<file path="src/rtl/card_rom_arbiter.sv">
`default_nettype none
// ============================================================================
// Module   : card_rom_arbiter
// Purpose  : Round-robin sharing of one synchronous card-bitmap ROM read port
//            between N_REQ render requesters, with tagged, fixed-latency
//            responses. Define ROM_ARB_STATS_EN to add the conflict_cnt output.
// Revision : 1.0 - initial release
// ============================================================================
module card_rom_arbiter #(
    parameter int N_REQ   = 4,
    parameter int ADDR_W  = 12,
    parameter int DATA_W  = 12,
    parameter int ROM_LAT = 2
) (
    input  logic                      clk,
    input  logic                      rst,
    input  logic                      frame_sync,
    input  logic [N_REQ-1:0]          req,
    input  logic [N_REQ*ADDR_W-1:0]   req_addr,
    output logic [N_REQ-1:0]          gnt,
    output logic                      rom_en,
    output logic [ADDR_W-1:0]         rom_addr,
    input  logic [DATA_W-1:0]         rom_data,
    output logic                      rsp_valid,
    output logic [$clog2(N_REQ)-1:0]  rsp_id,
    output logic [DATA_W-1:0]         rsp_data
`ifdef ROM_ARB_STATS_EN
    ,
    output logic [15:0]               conflict_cnt
`endif
);

    localparam int ID_W = $clog2(N_REQ);
    localparam logic [ID_W:0]   C_NREQ = (ID_W+1)'(N_REQ);
    localparam logic [ID_W-1:0] C_LAST = ID_W'(N_REQ - 1);

    logic [ID_W-1:0]   r_ptr;
    logic [ADDR_W-1:0] r_rom_addr;
    logic [ROM_LAT:0]  r_tag_v;
    logic [ID_W-1:0]   r_tag_id [0:ROM_LAT];
    logic              r_rsp_valid;
    logic [ID_W-1:0]   r_rsp_id;
    logic [DATA_W-1:0] r_rsp_data;

    logic [N_REQ-1:0]  w_gnt;
    logic [ID_W-1:0]   w_win;
    logic              w_any;
    logic [ID_W:0]     w_cand;
    logic [ID_W-1:0]   w_ptr_nxt;

    // Rotating priority search; the grant is forced low while reset is held.
    always_comb begin
        w_gnt  = '0;
        w_win  = '0;
        w_any  = 1'b0;
        w_cand = '0;
        if (!rst) begin
            for (int j = 0; j < N_REQ; j++) begin
                w_cand = {1'b0, r_ptr} + (ID_W+1)'(j);
                if (w_cand >= C_NREQ) begin
                    w_cand = w_cand - C_NREQ;
                end
                if (!w_any && req[w_cand[ID_W-1:0]]) begin
                    w_any = 1'b1;
                    w_win = w_cand[ID_W-1:0];
                end
            end
        end
        if (w_any) begin
            w_gnt[w_win] = 1'b1;
        end
    end

    always_comb begin
        w_ptr_nxt = r_ptr;
        if (frame_sync) begin
            w_ptr_nxt = '0;
        end else if (w_any) begin
            w_ptr_nxt = (w_win == C_LAST) ? '0 : w_win + 1'b1;
        end
    end

    // Tag stage 0 coincides with rom_en; stage ROM_LAT lines up with rom_data.
    always_ff @(posedge clk or posedge rst) begin
        if (rst) begin
            r_ptr       <= '0;
            r_rom_addr  <= '0;
            r_tag_v     <= '0;
            for (int i = 0; i <= ROM_LAT; i++) begin
                r_tag_id[i] <= '0;
            end
            r_rsp_valid <= 1'b0;
            r_rsp_id    <= '0;
            r_rsp_data  <= '0;
        end else begin
            r_ptr <= w_ptr_nxt;
            if (w_any) begin
                r_rom_addr <= req_addr[w_win*ADDR_W +: ADDR_W];
            end
            r_tag_v     <= {r_tag_v[ROM_LAT-1:0], w_any};
            r_tag_id[0] <= w_win;
            for (int i = 1; i <= ROM_LAT; i++) begin
                r_tag_id[i] <= r_tag_id[i-1];
            end
            r_rsp_valid <= r_tag_v[ROM_LAT];
            r_rsp_id    <= r_tag_id[ROM_LAT];
            r_rsp_data  <= rom_data;
        end
    end

    assign gnt       = w_gnt;
    assign rom_en    = r_tag_v[0];
    assign rom_addr  = r_rom_addr;
    assign rsp_valid = r_rsp_valid;
    assign rsp_id    = r_rsp_id;
    assign rsp_data  = r_rsp_data;

`ifdef ROM_ARB_STATS_EN
    logic [15:0] r_conflict_cnt;
    logic        w_multi;

    // Clearing x & (x-1) drops the lowest set bit; anything left means 2+ requests.
    assign w_multi = |(req & (req - N_REQ'(1)));

    always_ff @(posedge clk or posedge rst) begin
        if (rst) begin
            r_conflict_cnt <= '0;
        end else if (frame_sync) begin
            r_conflict_cnt <= '0;
        end else if (w_multi && (r_conflict_cnt != 16'hFFFF)) begin
            r_conflict_cnt <= r_conflict_cnt + 16'd1;
        end
    end

    assign conflict_cnt = r_conflict_cnt;
`endif

endmodule
`default_nettype wire

</file>
<file path="config.mk">
export PLATFORM = sky130hd
export DESIGN_NAME = card_rom_arbiter
export DESIGN_NICKNAME = d
export VERILOG_FILES = /design/src/rtl/card_rom_arbiter.sv
export SDC_FILE = /design/constraint.sdc
export NUM_CORES = 1
export LEC_CHECK = 0
export BUFFER_PORTS_ARGS = -buffer_cell sky130_fd_sc_hd__buf_2
export CAP_MARGIN = 30
export CORE_MARGIN = 4
export CORE_UTILIZATION = 45
export DETAILED_ROUTE_END_ITERATION = 12
export GPL_TIMING_DRIVEN = 1
export PLACE_DENSITY = 0.84
export SKIP_LAST_GASP = 1
export SYNTH_ARGS = -nofsm -noshare
export SYNTH_HDL_FRONTEND = slang
export SYNTH_SLANG_ARGS = --single-unit
</file>
<file path="constraint.sdc">
create_clock -name clk -period 5.7 [get_ports clk]
set_input_delay 1.14 -clock clk [delete_from_list [all_inputs] [get_ports clk]]
set_output_delay 1.14 -clock clk [all_outputs]
set_load 0.02 [all_outputs]
</file>
==> impl_metrics.env <==
export IMPL_run_status="completed"
export IMPL_initialDrtViolationCount=67
export IMPL_max_slew_margin_pct=45.4
export IMPL_tritoncts="built"
export IMPL_first_global_vias=1519
export IMPL_report_final_setup_viol=0
export IMPL_clock_insertion_delay_worst_skew_ps=280
export IMPL_path_common_cell="buf_2"
export IMPL_worst_clock_skew_ps=4.36
export IMPL_finish_cell_count_without_fillers=292
export IMPL_pin_count=99
export IMPL_timing_critical_path_buf_inv=2
export IMPL_numPortBuffers=98
export IMPL_report_final_slew_viol_count=0
export IMPL_antenna_found_initial=0
export IMPL_final_period_utilization_pct=76.4
export IMPL_max_freq_mhz=229
export IMPL_final_net_count=314
export IMPL_hp_class="reg -> reg"
export IMPL_start_kind="primary input"
export IMPL_drt_vias_per_instance=5.17
export IMPL_cts_num_sinks=38
export IMPL_data_arrival_time_of_the_critical_path_ps=3220
export IMPL_crit_path_start="req[0]"
export IMPL_routed_wire_length_per_instance_um=14.7
export IMPL_tightestPinTransition_ps=819
export IMPL_layout_area_growth_over_synthesis_pct=37.8
export IMPL_worstPathCellList="buf_2, or2b_1, a21boi_1, or3_1, nor2_1, ha_1, and2_1, buf_2"
export IMPL_yosys_warnings=0
export IMPL_syn_num_nets=215
export IMPL_wl_mm=4.30
export IMPL_die_w_um=70.2
export IMPL_max_stage_delay_ps=590
export IMPL_maxCapViolations=0
export IMPL_synth_area_mm2=0.00174
export IMPL_hold_viol_final=0
export IMPL_yosys_area_top_type="dfrtp_1"
export IMPL_worst_setup_path_end_kind="output port"
export IMPL_drc=0
export IMPL_max_vdd_drop_mv=0.142
export IMPL_grt_first_pass_wirelength_mm=7.35
export IMPL_cts_inserted_buffers=5
export IMPL_synth_top_area_share_pct=54.6
export IMPL_vias=1509
export IMPL_worst_hold_startpoint="r_tag_id[2]"
export IMPL_endpoint_of_the_lowest_slack_register_to_register_path="rom_addr[3]"
export IMPL_timing_rr_start="r_ptr[0]"
export IMPL_critical_path_slowest_cell="a21boi_1"
export IMPL_post_route_cells_drive_above_1_share_pct=53.3
export IMPL_synth_edff_count=0
export IMPL_synth_cell_types=28
export IMPL_synth_seq_cells=38
export IMPL_global_route_usage_total_pct=18.7
export IMPL_critical_path_top_delay_family="simple AND/OR/NAND/NOR gates"
export IMPL_fin_setup_tns_ps=0
export IMPL_worst_hold_path_num_cells=0
export IMPL_worst_setup_hold_path_clk_slew_ps=70
export IMPL_worstSetupPathType="in -> out"
export IMPL_globalplace_congestion=0.808
export IMPL_timing_reg2reg_worst_path_depth=6
export IMPL_cts_hold_buf=0
export IMPL_fin_worst_hold_slack_ps=350
export IMPL_synth_yosys_seq_area_share_pct=54.6
export IMPL_ctsLongestPathBuffers=2
export IMPL_worst_hold_path_endpoint="r_tag_id[0]"
export IMPL_antennaDiodeCount=0
export IMPL_die_area_mm2=0.00493
export IMPL_clockRootBuffer="clkbuf_8"
export IMPL_finalPower_mw=0.764
export IMPL_setup_repair_after_global_routing_missed_its_margin="false"
export IMPL_drtPass1Iterations=4
export IMPL_postCtsResizedCells=0
export IMPL_critical_path_max_fanout=12
export IMPL_placeableCoreArea_mm2=0.00369
export IMPL_post_cts_repair_setup_buffers=0
export IMPL_cts_htree_levels=2
export IMPL_gr_total_overflow=0
export IMPL_finalCriticalPeriod_ps=4360
export IMPL_syn_inst=144
export IMPL_netlist_top_cells_area="dfrtp_1 (55%), o221a_2 (5.8%), mux2_2 (5.2%), o31ai_1 (4.7%), o211ai_1 (4.3%)"
export IMPL_hpwlAfterDp_mm=3.35
export IMPL_power_density_mw_per_mm2=318
export IMPL_synth_async_sr_flop_share_pct=100
export IMPL_antenna_violating_nets_post_route=0
export IMPL_regToRegSetupSlack_ps=2960
export IMPL_placed_cells=284
export IMPL_synthesis_area_per_instance_um2=12.1
export IMPL_core_rowCount=22
export IMPL_critPathRequiredTime_ps=4560
export IMPL_synthFlopType="dfrtp_1"
export IMPL_start_util_pct=47.3
export IMPL_height_of_the_chip_um=70.2
export IMPL_cellLeakagePower_nw=1.24
export IMPL_grt_max_degree=40
## metal layers
layer | track usage (%) | vias to the layer above | share of wire (%)
li1 | - | 721 | -
met1 | 24.1 | 700 | 40
met2 | 28.4 | 82 | 46
met3 | 8.92 | 6 | 13
met4 | 4.47 | 0 | 0.95
met5 | 0 | - | 0
## registers in the layout (all words and copies together), names as in the netlist
| name | cells |
|---|---|
| r_ptr | 2 |
| r_tag_id | 6 |
| r_tag_v | 3 |
| rom_addr | 12 |
| rsp_data | 12 |
| rsp_id | 2 |
| rsp_valid | 1 |
## cells in the final DEF, fill, tap and decap left out, drive strengths merged, types with 2 or more instances in the layout
| cell | instances |
|---|---|
| nand2 | 4 |
| nand2b | 3 |
| ha | 4 |
| o221a | 12 |
| and2 | 4 |
| o211ai | 11 |
| inv | 15 |
| o31ai | 11 |
| bufinv | 2 |
| a21oi | 4 |
| dfrtp | 38 |
| buf | 101 |
| nor2 | 6 |
| mux2i | 2 |
| mux2 | 11 |
| clkbuf | 6 |
## cell type report
class                           count  area [um2]
Sequential cell                    38         951
Multi-Input combinational cell     81         676
Fill cell                         311        1290
Clock buffer                        6        82.6
Inverter                           16        60.1
Tap cell                           48        60.1
Clock inverter                      2        60.1
Timing Repair Buffer              101         513
## how the worst max path moves through the flow
stage | end | slack (ps) | cells after the start
2_1_floorplan | gnt[3] | 1450 | 5
3_3_place_gp | gnt[3] | 1430 | 8
3_5_place_dp | gnt[3] | 1340 | 8
4_1_cts | gnt[3] | 1330 | 8
5_1_grt | gnt[1] | 1130 | 8
6_report | gnt[3] | 1340 | 8
## power by group
part	total, mW	switching (mW)	internal [mW]	leakage, nW
Clock	0.276	0.0897	0.187	0.0714
Combinational	0.174	0.0967	0.0777	0.719
Sequential	0.313	0.0144	0.298	0.454
Total	0.764	0.201	0.563	1.24
## cell usage after synthesis (all sizes together) (2+ instances only)
cell type,n
nor2,6
mux2,11
nand2,4
o211ai,11
o221a,12
a21oi,4
clkbuf,6
inv,15
mux2i,2
nand2b,3
and2,4
buf,3
ha,4
o31ai,11
dfrtp,38
## stage by stage
stage                     util, %  instance area, um2  setup slack, ps
after CTS                    65.1                2400             1330
final                        65.1                2400             1340
after global placement       61.3                2260             1430
after detailed placement     61.3                2260             1340
after global routing         65.1                2400             1130
after floorplan                 -                1740             1450
## logic make-up after synthesis
| group | count (synthesis) | synth area share, % |
|---|---|---|
| DFF | 38 | 54.6 |
| muxes | 13 | 8.90 |
| and+or+nand+nor | 20 | 5.74 |
| adders and majority gates | 4 | 2.87 |
| AOI/OAI and AO/OA | 44 | 21.2 |
| buffers and inverters | 25 | 6.68 |
(Power assumes the default switching activity.)
